**src/rtl/fdiv_arbiter.sv**
```systemverilog
// -----------------------------------------------------------------------------
// fdiv_arbiter
//   Shares one fixed-latency pipelined floating-point divider between NUM_REQ
//   requesters. A round-robin arbiter grants at most one request per cycle.
//   The granted operands are registered onto div_a/div_b. A tag pipeline
//   records which requester owns each operation. When the quotient emerges,
//   it is returned to that requester with a one-cycle strobe.
//
// Ports
//   clk, reset_n  : rising-edge clock, asynchronous active-low reset
//   req_valid     : per-requester request (NUM_REQ bits)
//   req_a, req_b  : packed 32-bit operands; requester i uses bits [32i+31:32i]
//   req_ready     : one-hot combinational grant
//   div_a, div_b  : registered operands driven to the divider
//   div_result    : divider quotient, valid DIV_LATENCY cycles after div_a/div_b
//   rsp_valid     : one-hot single-cycle result strobe
//   rsp_data      : returned quotient, qualified by rsp_valid
//   inflight      : accepted operations not yet returned
// -----------------------------------------------------------------------------
module fdiv_arbiter #(
  parameter int NUM_REQ     = 4,
  parameter int DIV_LATENCY = 4
) (
  input  logic                  clk,
  input  logic                  reset_n,
  input  logic [NUM_REQ-1:0]    req_valid,
  input  logic [32*NUM_REQ-1:0] req_a,
  input  logic [32*NUM_REQ-1:0] req_b,
  output logic [NUM_REQ-1:0]    req_ready,
  output logic [31:0]           div_a,
  output logic [31:0]           div_b,
  input  logic [31:0]           div_result,
  output logic [NUM_REQ-1:0]    rsp_valid,
  output logic [31:0]           rsp_data,
  output logic [4:0]            inflight
);

  localparam int IW = $clog2(NUM_REQ);
  // One extra stage lines the tag up with the divider's registered input.
  localparam int NS = DIV_LATENCY + 1;

  function automatic logic [NUM_REQ-1:0] onehot(input logic [IW-1:0] idx);
    onehot      = '0;
    onehot[idx] = 1'b1;
  endfunction

  logic [IW-1:0] ptr;
  logic [IW-1:0] cand;
  logic [IW-1:0] grant_idx;
  logic          grant_any;
  logic          transfer;
  logic [31:0]   sel_a;
  logic [31:0]   sel_b;
  logic [NS-1:0] tag_valid;
  logic [IW-1:0] tag_idx [NS];

  // Round-robin search. The scan runs downward so that the candidate
  // closest to ptr is assigned last and therefore wins.
  always_comb begin
    cand      = '0;
    grant_idx = ptr;
    grant_any = 1'b0;
    for (int k = NUM_REQ - 1; k >= 0; k--) begin
      cand = IW'((int'(ptr) + k) % NUM_REQ);
      if (req_valid[cand]) begin
        grant_idx = cand;
        grant_any = 1'b1;
      end else begin
        grant_idx = grant_idx;
        grant_any = grant_any;
      end
    end
    // While in reset, no grant is given.
    transfer  = grant_any & reset_n;
    req_ready = transfer ? onehot(grant_idx) : '0;
  end

  // Operand mux for the granted requester.
  always_comb begin
    sel_a = '0;
    sel_b = '0;
    for (int k = 0; k < NUM_REQ; k++) begin
      if (grant_idx == IW'(k)) begin
        sel_a = req_a[32*k +: 32];
        sel_b = req_b[32*k +: 32];
      end else begin
        sel_a = sel_a;
        sel_b = sel_b;
      end
    end
  end

  // Round-robin pointer and divider operand registers.
  always_ff @(posedge clk or negedge reset_n) begin
    if (!reset_n) begin
      ptr   <= '0;
      div_a <= 32'h0000_0000;
      div_b <= 32'h0000_0000;
    end else if (transfer) begin
      ptr   <= (grant_idx == IW'(NUM_REQ - 1)) ? '0 : grant_idx + IW'(1);
      div_a <= sel_a;
      div_b <= sel_b;
    end
  end

  // Ownership tags travel alongside the divider pipeline.
  always_ff @(posedge clk or negedge reset_n) begin
    if (!reset_n) begin
      tag_valid <= '0;
      for (int s = 0; s < NS; s++) tag_idx[s] <= '0;
    end else begin
      tag_valid  <= {tag_valid[NS-2:0], transfer};
      tag_idx[0] <= grant_idx;
      for (int s = 1; s < NS; s++) tag_idx[s] <= tag_idx[s-1];
    end
  end

  // Response register. The quotient is passed through bit-exact.
  always_ff @(posedge clk or negedge reset_n) begin
    if (!reset_n) begin
      rsp_valid <= '0;
      rsp_data  <= 32'h0000_0000;
    end else if (tag_valid[NS-1]) begin
      rsp_valid <= onehot(tag_idx[NS-1]);
      rsp_data  <= div_result;
    end else begin
      rsp_valid <= '0;
    end
  end

  // Outstanding-operation counter.
  always_ff @(posedge clk or negedge reset_n) begin
    if (!reset_n) begin
      inflight <= 5'd0;
    end else begin
      case ({transfer, |rsp_valid})
        2'b10:   inflight <= inflight + 5'd1;
        2'b01:   inflight <= inflight - 5'd1;
        default: inflight <= inflight;
      endcase
    end
  end

endmodule

```
**config.mk**
```make
export PLATFORM = sky130hd
export DESIGN_NAME = fdiv_arbiter
export DESIGN_NICKNAME = d
export VERILOG_FILES = /design/src/rtl/fdiv_arbiter.sv
export SDC_FILE = /design/constraint.sdc
export NUM_CORES = 1
export LEC_CHECK = 0
export BUFFER_PORTS_ARGS = -buffer_cell sky130_fd_sc_hd__buf_4
export CORE_AREA = 2 2 157 159
export CTS_BUF_LIST = sky130_fd_sc_hd__clkbuf_16
export CTS_CLUSTER_DIAMETER = 80
export DETAILED_ROUTE_END_ITERATION = 16
export DIE_AREA = 0 0 159 161
export MAX_ROUTING_LAYER = met4
export RECOVER_POWER = 100
export SETUP_SLACK_MARGIN = 0.02
export SLEW_MARGIN = 10
export SYNTH_ARGS = -nofsm -noshare
export SYNTH_HDL_FRONTEND = slang
export SYNTH_SLANG_ARGS = --single-unit
```
**constraint.sdc**
```tcl
create_clock -name clk -period 3.2 [get_ports clk]
set_input_delay 0.64 -clock clk [delete_from_list [all_inputs] [get_ports clk]]
set_output_delay 0.64 -clock clk [all_outputs]
set_load 0.01 [all_outputs]
```
==> metrics.md <==
| Metric | Value |
|---|---|
| Status | finished with violations |
| Failing checks | max-capacitance violations, max-slew violations |
| Router iterations before antenna repair | 5 |
| Slew HR | -27.6% |
| Die area | ~26000 um2 |
| Layout cells sized above 1 | approximately 33% |
| Vias after detailed routing | between 7000 and 8000 |
| Logic pwr share | around 47% |
| Worst vdd ir | 0.313 mV |
| Die width | around 160 um |
| Period utilization | roughly 90% |
| WP buf/inv | 3 |
| Detailed placer's ending HPWL | between 15 and 20 mm |
| Final Hold Fails | 0 |
| Worst Setup SP | ptr[1]$_DFFE_PN0N_ |
| Final Setup Violations | 0 |
| Post-Syn Instances | 800 |
| Leakage power | roughly 0.0048 uW |
| Vias in the first global route | approximately 7100 |
| Initial Utilization | ~28% |
| R2R Path Start | ptr[1]$_DFFE_PN0N_ |
| Syn. warnings | 0 |
| TritonCTS clock tree | done |
| Pwr per Cell Area | ~800 nW/um2 |
| Worst EP arrival | between 2 and 2.5 ns |
| Initial antenna violation count | 2 |
| Critical-path cell list | nor2b_1 -> o21ai_0 -> o21a_1 -> o21ai_0 -> buf_4 -> ha_4 -> clkbuf_2 -> and2_1 -> buf_4 |
| Clock share of power | between 20% and 30% |
| Slowest cell on crit path | dfrtp_1 |
| Initial DRC Count | approximately 420 |
| # clock sinks | 122 |
| Cell Area, Placed | 10100 um2 |
| Drt drc | 0 |
| Worst Setup End Kind | output pin |
| CTS Hold Bufs | 0 |
| Layout area overhead | 54.0% |
| FMAX | 345 MHz |
| Gr usage total | between 20% and 30% |
| Ports | about 400 |
| H-tree levels | 4 |
| Mean post-synth cell area | approximately 8.3 um2 |
| Synthesized area | ~6700 um2 |
| Final Cell Area | approximately 10000 um2 |
| Register share of total power | between 20 and 30% |
| Worst slew pin tran | 1.91 ns |
| WS Path Type | register to output pin |
| Crit path time final | around 2.9 ns |
| Number of max-slew violations in the final report | roughly 100 |
| Tightest Hold Check Type | register to register |
| GPL Wtd Cong | 0.883 |
| GRT overflow | 0 |
| Largest net degree at the start of global routing | 73 |
| Final Net Count | ~1500 |
| Synth Net Count | 1101 |
| Clock slew seen by the registers of the worst setup and hold paths | roughly 0.060 ns |
| Row cnt | 57 |
| Sequential cell area fraction in the yosys report | a little under half |
| Input/output buffers | around 400 |
| Clock root buffer | clkbuf_16 |
| Critical-path maximum fanout | 11 |
| WL per Instance | between 15 and 20 um |
| Switching share of power | between 40 and 50% |
| Global-route wire length before repair | ~39 mm |
| Hold_ws | ~0.35 ns |
| DR vias/cell | 4.70 |
| Final wirelength | 26.0 mm |
| Max-cap viol count | 2 |
| Setup ws final | between 0.3 and 0.4 ns |
| Worst-case clock buffer depth | 2 |
| Psw | between 3000 and 4000 uW |
| Data required, critical path | around 2.6 ns |
| Top delay family on crit path | buffers and inverters |
| Synth top area share | 45.7% |
| Final setup skew | about 0.0098 ns |
| Core area | between 20000 and 25000 um2 |
| Post-synthesis cell type count | 33 |
| Critical path launch point type | register |
| ANT nets after route | 0 |
| RSZ-0062 raised after global routing | false |
| Setup TNS | 0 ns |
| Num CTS Buffers | 17 |
| Crit-path max cell delay | 0.43 ns |
| Pint | between 4000 and 5000 uW |
| Clock latency on the worst-skew pair | slightly above 0.4 ns |
| Dpl ws | ~0.21 ns |
| Chip height | approximately 160 um |
| Post-CTS Setup Inserts | 0 |
| Hold_sp | tag_valid[3]$_DFF_PN0_ |
| Area leader, netlist | dfrtp_1 |
| FF+latch count, synth | 122 |
| Area contributors post-synth | dfrtp_1 46%, a21oi_1 15%, a22oi_1 7.2% |
## worst register-to-register path: stages (launching register included)
cell and delay (ns):
dfrtp_1 0.43, nor2b_1 0.17, a21oi_1 0.08, o221ai_2 0.30, ha_1 0.48, clkbuf_2 0.41, nand2_1 0.09, o21ai_0 0.41
a22oi_1 0.16, a21oi_1 0.17
## placed cells by master, fill, tap and decap left out, drive strengths merged, types with 4 or more instances in the layout
| cell | netlist | final |
|---|---|---|
| dfrtp | 122 | 122 |
| a22oi | 64 | 64 |
| clkinv | 0 | 4 |
| clkbuf | 37 | 132 |
| nand2 | 71 | 71 |
| o21ai | 68 | 68 |
| buf | 32 | 318 |
| mux2 | 34 | 34 |
| inv | 70 | 78 |
| and2 | 4 | 4 |
| a21oi | 196 | 196 |
| o21a | 4 | 4 |
| ha | 7 | 7 |
| xnor2 | 4 | 4 |
| nor2 | 67 | 67 |
## cells in the mapped netlist
cell type and n:
o221ai_1 2, a21oi_1 196, nor3b_1 1, buf_1 12, nor2_1 67, a22oi_1 64, ha_1 7, a31oi_1 1
buf_4 1, and3b_1 1, xor2_1 2, clkbuf_1 37, o21ai_0 68, nand4b_1 1, dfrtp_1 122, and3_1 1
o22ai_1 1, nand2b_1 2, o21a_1 4, inv_1 70, xnor2_1 4, buf_2 12, o211ai_1 1, nand3_1 1
or4_1 1, nand3b_1 1, buf_6 7, and2_1 4, nand2_1 71, o41a_1 1, nor3_1 1, mux2_2 34
nor2b_1 2
## layout make-up
class                      instances  area [um2]
clock inverter                    15         178
sequential                       122        3050
tap                              324         405
clock buffer                      17         425
multi-input combinational        539        3050
timing repair buffer             433        2900
fill                            2532       13700
antenna                            2        5.00
inverter                          70         263
## metrics by stage
stage / power (uW) / instances / utilization, %
floorplan: 4740 / 800 / -
global placement: 6660 / 1488 / 42.2
detailed placement: 6720 / 1488 / 42.2
CTS: 8770 / 1520 / 44.7
global route: 8900 / 1522 / 42.9
finish: 8250 / 1522 / 42.9
## flip-flops by register name, summed over array words and instances, names as in the netlist
name	cells
tag_valid	5
rsp_data	32
inflight	5
div_b	32
tag_idx	10
div_a	32
rsp_valid	4
ptr	2
## power groups by stage
| stage | Combinational, uW | Sequential [uW] | Clock, uW |
|---|---|---|---|
| after floorplan | 2150 | 2590 | 0 |
| after global placement | 4230 | 2430 | 0 |
| after detailed placement | 4280 | 2440 | 0 |
| after global routing | 4300 | 2480 | 2110 |
| final | 3850 | 2400 | 1990 |
| after CTS | 4290 | 2420 | 2050 |
## kinds of logic (layout without fill, tap and decap cells)
kind of cell / Yosys count / in the layout / share of synthesized area [%]
adder cells (fa/ha/maj): 7 / 7 / 1.31
AO/OA/AOI/OAI: 338 / 338 / 28.2
buffers and inverters: 139 / 535 / 8.89
multiplexers: 34 / 34 / 5.74
AND/OR/NAND/NOR: 154 / 154 / 9.36
flip-flops: 122 / 122 / 45.7
other: 0 / 2 / 0
XOR/XNOR: 6 / 6 / 0.787
## metal layers
layer	routed length, um	global-route usage (%)	part of all wire, %
met3	1730	5.60	6.7
met5	0	-	0
met2	12100	31.6	47
met4	593	5.99	2.3
met1	11500	25.5	44
## what timing repair did
action,CTS,global route
resized for setup,0,1
hold endpoints to repair,0,0
endpoints found under the setup margin,0,1
## final timing paths
path	to	slack (ns)	cells past startpoint
min in group asynchronous	div_b[8]$_DFFE_PN0N_	0.87	2
worst min-delay path	tag_valid[4]$_DFF_PN0_	0.35	0
max in group asynchronous	div_b[20]$_DFFE_PN0N_	0.68	3
worst min register to register	tag_valid[4]$_DFF_PN0_	0.35	0
worst max-delay path	req_ready[2]	0.30	9
worst max register to register	div_b[18]$_DFFE_PN0N_	0.41	9
(Power assumes the default switching activity.)
